**config.mk**
```make
export PLATFORM = sky130hd
export DESIGN_NAME = player_input_conditioner
export DESIGN_NICKNAME = d
export VERILOG_FILES = /design/src/rtl/player_input_conditioner.sv
export SDC_FILE = /design/constraint.sdc
export NUM_CORES = 1
export LEC_CHECK = 0
export ABC_AREA = 0
export BUFFER_PORTS_ARGS = -buffer_cell sky130_fd_sc_hd__buf_2
export CAP_MARGIN = 20
export CELL_PAD_IN_SITES_DETAIL_PLACEMENT = 0
export CELL_PAD_IN_SITES_GLOBAL_PLACEMENT = 1
export CORE_ASPECT_RATIO = 0.75
export CORE_MARGIN = 2
export CORE_UTILIZATION = 35
export CTS_CLUSTER_SIZE = 16
export DETAILED_ROUTE_END_ITERATION = 7
export PLACE_DENSITY_LB_ADDON = 0.1
export REMOVE_ABC_BUFFERS = 1
export SYNTH_ARGS = -nofsm -noshare
export SYNTH_HDL_FRONTEND = slang
export SYNTH_SLANG_ARGS = --single-unit
```
**constraint.sdc**
```tcl
create_clock -name clk -period 5.36 [get_ports clk]
set_input_delay 1.34 -clock clk [delete_from_list [all_inputs] [get_ports clk]]
set_output_delay 1.34 -clock clk [all_outputs]
set_load 0.005 [all_outputs]
```
**src/rtl/player_input_conditioner.sv**
```systemverilog
// rtl/player_input_conditioner.sv - per-player button synchronizer, debouncer, pulse generator and direction resolver
module player_input_conditioner #(
    parameter int NUM_BTNS        = 7,
    parameter int DEBOUNCE_CYCLES = 1_000_000,
    parameter int CNT_W           = 20
) (
    input  logic                clk,
    input  logic                reset,
    input  logic [NUM_BTNS-1:0] raw_btns,
    output logic [NUM_BTNS-1:0] btn_state,
    output logic [NUM_BTNS-1:0] btn_press,
    output logic [NUM_BTNS-1:0] btn_release
);

    localparam logic [CNT_W-1:0] CNT_MAX = CNT_W'(DEBOUNCE_CYCLES - 1);

    logic [NUM_BTNS-1:0] s1;
    logic [NUM_BTNS-1:0] s2;
    logic [NUM_BTNS-1:0] stable;
    logic [NUM_BTNS-1:0] stable_nxt;
    logic [NUM_BTNS-1:0] update;
    logic [NUM_BTNS-1:0] press_now;
    logic [NUM_BTNS-1:0] state_nxt;
    logic [CNT_W-1:0]    cnt [NUM_BTNS];
    logic                last_h;
    logic                last_v;
    logic                last_h_nxt;
    logic                last_v_nxt;

    always_ff @(posedge clk or negedge reset) begin
        if (!reset) begin
            s1 <= '0;
            s2 <= '0;
        end else begin
            s1 <= raw_btns;
            s2 <= s1;
        end
    end

    always_comb begin
        update = '0;
        for (int i = 0; i < NUM_BTNS; i++) begin
            update[i] = (s2[i] != stable[i]) && (cnt[i] == CNT_MAX);
        end
        stable_nxt = (stable & ~update) | (s2 & update);
        press_now  = update & s2;
    end

    always_ff @(posedge clk or negedge reset) begin
        if (!reset) begin
            for (int i = 0; i < NUM_BTNS; i++) begin
                cnt[i] <= '0;
            end
        end else begin
            for (int i = 0; i < NUM_BTNS; i++) begin
                if ((s2[i] == stable[i]) || update[i]) begin
                    cnt[i] <= '0;
                end else begin
                    cnt[i] <= cnt[i] + CNT_W'(1);
                end
            end
        end
    end

    // Left/up take priority when both members of a pair are pressed together.
    always_comb begin
        last_h_nxt = last_h;
        last_v_nxt = last_v;
        if (press_now[1]) begin
            last_h_nxt = 1'b0;
        end else if (press_now[2]) begin
            last_h_nxt = 1'b1;
        end
        if (press_now[3]) begin
            last_v_nxt = 1'b0;
        end else if (press_now[4]) begin
            last_v_nxt = 1'b1;
        end

        state_nxt = stable_nxt;
        if (stable_nxt[1] && stable_nxt[2]) begin
            state_nxt[1] = ~last_h_nxt;
            state_nxt[2] = last_h_nxt;
        end
        if (stable_nxt[3] && stable_nxt[4]) begin
            state_nxt[3] = ~last_v_nxt;
            state_nxt[4] = last_v_nxt;
        end
    end

    always_ff @(posedge clk or negedge reset) begin
        if (!reset) begin
            stable      <= '0;
            last_h      <= 1'b0;
            last_v      <= 1'b0;
            btn_state   <= '0;
            btn_press   <= '0;
            btn_release <= '0;
        end else begin
            stable      <= stable_nxt;
            last_h      <= last_h_nxt;
            last_v      <= last_v_nxt;
            btn_state   <= state_nxt;
            btn_press   <= update & s2;
            btn_release <= update & ~s2;
        end
    end

endmodule

```
==> results.toml <==
[critical_path]
required_ns = 5.63
worst_setup_path_end_kind = "flop"
crit_arrival_ns = 2.66
reg2reg_from = "cnt[128]$_DFF_PN0_"
start_kind = "flop"
crit_type = "reg -> reg"
crit_start = "cnt[128]$_DFF_PN0_"
crit_chain = "nor4b_1, nand4_1, o41ai_4, nor2_1"
crit_slowest_cell = "o41ai_4"
crit_fanout = 19
cpPeakStageDelay_ns = 0.85

[clocking]
numCtsBuffers = 17
ctsHoldBuffers = 0
cts-resized-gates = 0
cts_tree = "done"
cts_setup_buffers = 0
root_buffer = "clkbuf_16"
clk-insertion-delay-late_ns = 0.44
cts_max_level = 4
path_clk_slew_ns = 0.07
clockBufferDepth = 2
cts.sinks = 181

[sta]
slew_headroom_pct = 31.8
rsz0062_at_grt = "no"
hold_ws_ns = 0.351
tightest_slew_ns = 1.02
fmax_mhz = 418
tns_ns = 0
finalCriticalPeriod_ns = 2.39
skew_ns = 0.00824
drv_slew = 0
finalHoldViolations = 0
finalSetupViolations = 0
period_share_pct = 44.6

[power]
pwr-share-comb_pct = 2.9
seq_power_share_pct = 51.2
switching_share_pct = 24.5
clkPwrFrac_pct = 45.9
powerDensity_nw_per_um2 = 284
p_switching_mw = 0.672
vdd_drop_max_mv = 0.225
p_int_mw = 2.07
p_leak_nw = 3.93

[placed_design]
gp_congestion = 0.746
port_buffers = 29
dp_hpwl_um = 11900

[routing]
dr.pass1.iters = 5
wl_um = 17800
via_per_inst = 5.19
drt_iter0_drc = 388
dr_total_vias = 6336
drcViolationCount = 0
detail-route-antenna-nets = 0
wl_per_cell_um = 14.6

[global_routing]
grt_pass1_vias = 6295
grt_max_degree = 107
antenna_found_initial = 0
grt_pass1_wl_um = 31100
overflow = 0
gr-usage-all-layers_pct = 14.9

[die]
start_util_pct = 35.6
io_pins = 30
core_um2 = 24000
rows = 49
die_area_um2 = 25700
die_h_um = 139
die_width_um = 184

[min_path]
hold_class = "reg -> reg"
hold_start = "s1[3]$_DFF_PN0_"

[cells_and_area]
drive_above_1_share_pct = 9.45
final_nets = 892
area_delta_synth_final_pct = 13.2
diodes = 0
fillers = 2317

[flow_run]
maxCapViolCount = 0

[synthesis]
ys_seq_area_share_pct = 53.0
yosysUniqueCellTypes = 56
synth_ff_type = "dfrtp_1"
synth_warnings = 0
synthCells = 841
ys_seq_elements = 181
avgSynthCellArea_um2 = 10.2
synth-edff-count = 0
netlist_area_um2 = 8540
async_flop_share_pct = 100

[run_status]
run_status = "finished clean"
[flip-flops by register name, indices dropped and copies added (netlist names), named ones only]
signal and flops:
cnt 140, s1 7, btn_press 7, btn_release 7
btn_state 4, last_h 1, stable 4, last_v 1
s2 7
[path summary, 6_finish.rpt]
check,to,slack (ns),depth (start not counted)
setup / recovery,cnt[124]$_DFF_PN0_,2.97,4
hold / removal,s2[3]$_DFF_PN0_,0.35,0
setup reg to reg,cnt[124]$_DFF_PN0_,2.97,4
hold reg to reg,s2[3]$_DFF_PN0_,0.35,0
max in group asynchronous,cnt[84]$_DFF_PN0_,3.19,3
min in group asynchronous,async pin,0.83,1
[stage by stage]
step	instances	power (mW)	cell area, um2	util, %	worst slack (ns)
final	1220	2.74	9670	40.3	2.97
after global routing	1220	2.87	9670	40.3	2.69
after CTS	1219	2.79	9640	40.2	2.94
after detailed placement	1187	1.51	9050	37.8	2.52
after global placement	1187	1.51	9050	37.8	2.59
after floorplan	821	1.46	8440	-	3.39
[layout by cell type, fill, tap and decap left out, drive strengths merged, types with 5 or more instances in the layout]
master,Yosys,final
nand4,37,37
nand2,50,50
and3,20,20
nor3b,11,11
xor2,39,39
o31ai,20,20
nor2,103,103
or4,23,23
nor3,17,17
and4,14,14
and2,10,10
clkbuf,14,17
nand3,53,53
nor4,19,19
xnor2,52,52
ha,7,7
buf,6,36
dfrtp,181,181
nor4b,5,5
a21oi,44,44
or3,30,30
nand4b,5,5
inv,20,30
o21ai,33,33
[critical path, delay by kind of cell, from the launching register on]
family	cells	cell delay (ns)
compound gates	1	0.85
flops	1	0.44
simple gates	3	0.93
[per-layer routing]
metal	up-vias	wire length [um]	track usage [%]
met3	12	440	3.30
met4	0	188	4.63
met5	-	0	0
met2	66	7990	22.2
li1	3109	-	-
met1	3149	9200	21.5
[cell families (layout without fill, tap and decap cells)]
family                   count (synthesis)  after routing  share of synthesized area (%)
flip-flops                             181            181                           53.0
AND/OR/NAND/NOR                        408            408                           26.1
adder cells (fa/ha/maj)                  7              7                           1.03
buffers and inverters                   40             88                           2.02
multiplexers                             3              3                          0.396
XOR/XNOR                                91             91                           9.33
AO/OA/AOI/OAI                          111            111                           8.13
[power by group through the flow]
stage | clock, mW | combinational (mW) | sequential (mW)
after floorplan | 0 | 0.0334 | 1.42
after detailed placement | 0 | 0.0801 | 1.43
final | 1.26 | 0.0792 | 1.40
after global routing | 1.37 | 0.0938 | 1.41
after CTS | 1.31 | 0.0807 | 1.40
after global placement | 0 | 0.0780 | 1.43
[final cells by class]
cell class / count / area [um2] / share of cell area (%)
Inverter: 20 / 75.1 / 0.777
Clock buffer: 17 / 425 / 4.40
Sequential cell: 181 / 4530 / 46.9
Tap cell: 331 / 414 / 4.28
Timing Repair Buffer: 36 / 224 / 2.32
Multi-Input combinational cell: 620 / 3840 / 39.7
Clock inverter: 15 / 161 / 1.67
[Yosys cell counts (all sizes together), types with 2 or more instances]
cell type	instances	area share, %
dfrtp	181	53
nor2	103	4.5
nand3	53	3.2
xnor2	52	5.3
nand2	50	2.2
a21oi	44	2.6
xor2	39	4.0
nand4	37	2.7
o21ai	33	2.1
or3	30	2.2
or4	23	2.1
and3	20	1.5
inv	20	0.88
o31ai	20	1.9
nor4	19	1.4
nor3	17	1.0
and4	14	1.5
clkbuf	14	0.63
nor3b	11	0.97
and2	10	0.75
ha	7	1.0
buf	6	0.51
nand4b	5	0.51
nor4b	5	0.51
a211oi	3	0.26
and3b	3	0.31
mux2	3	0.40
a2bb2oi	2	0.21
a31oi	2	0.15
and4b	2	0.23
or4b	2	0.28
Power figures use the tool's default switching activity.
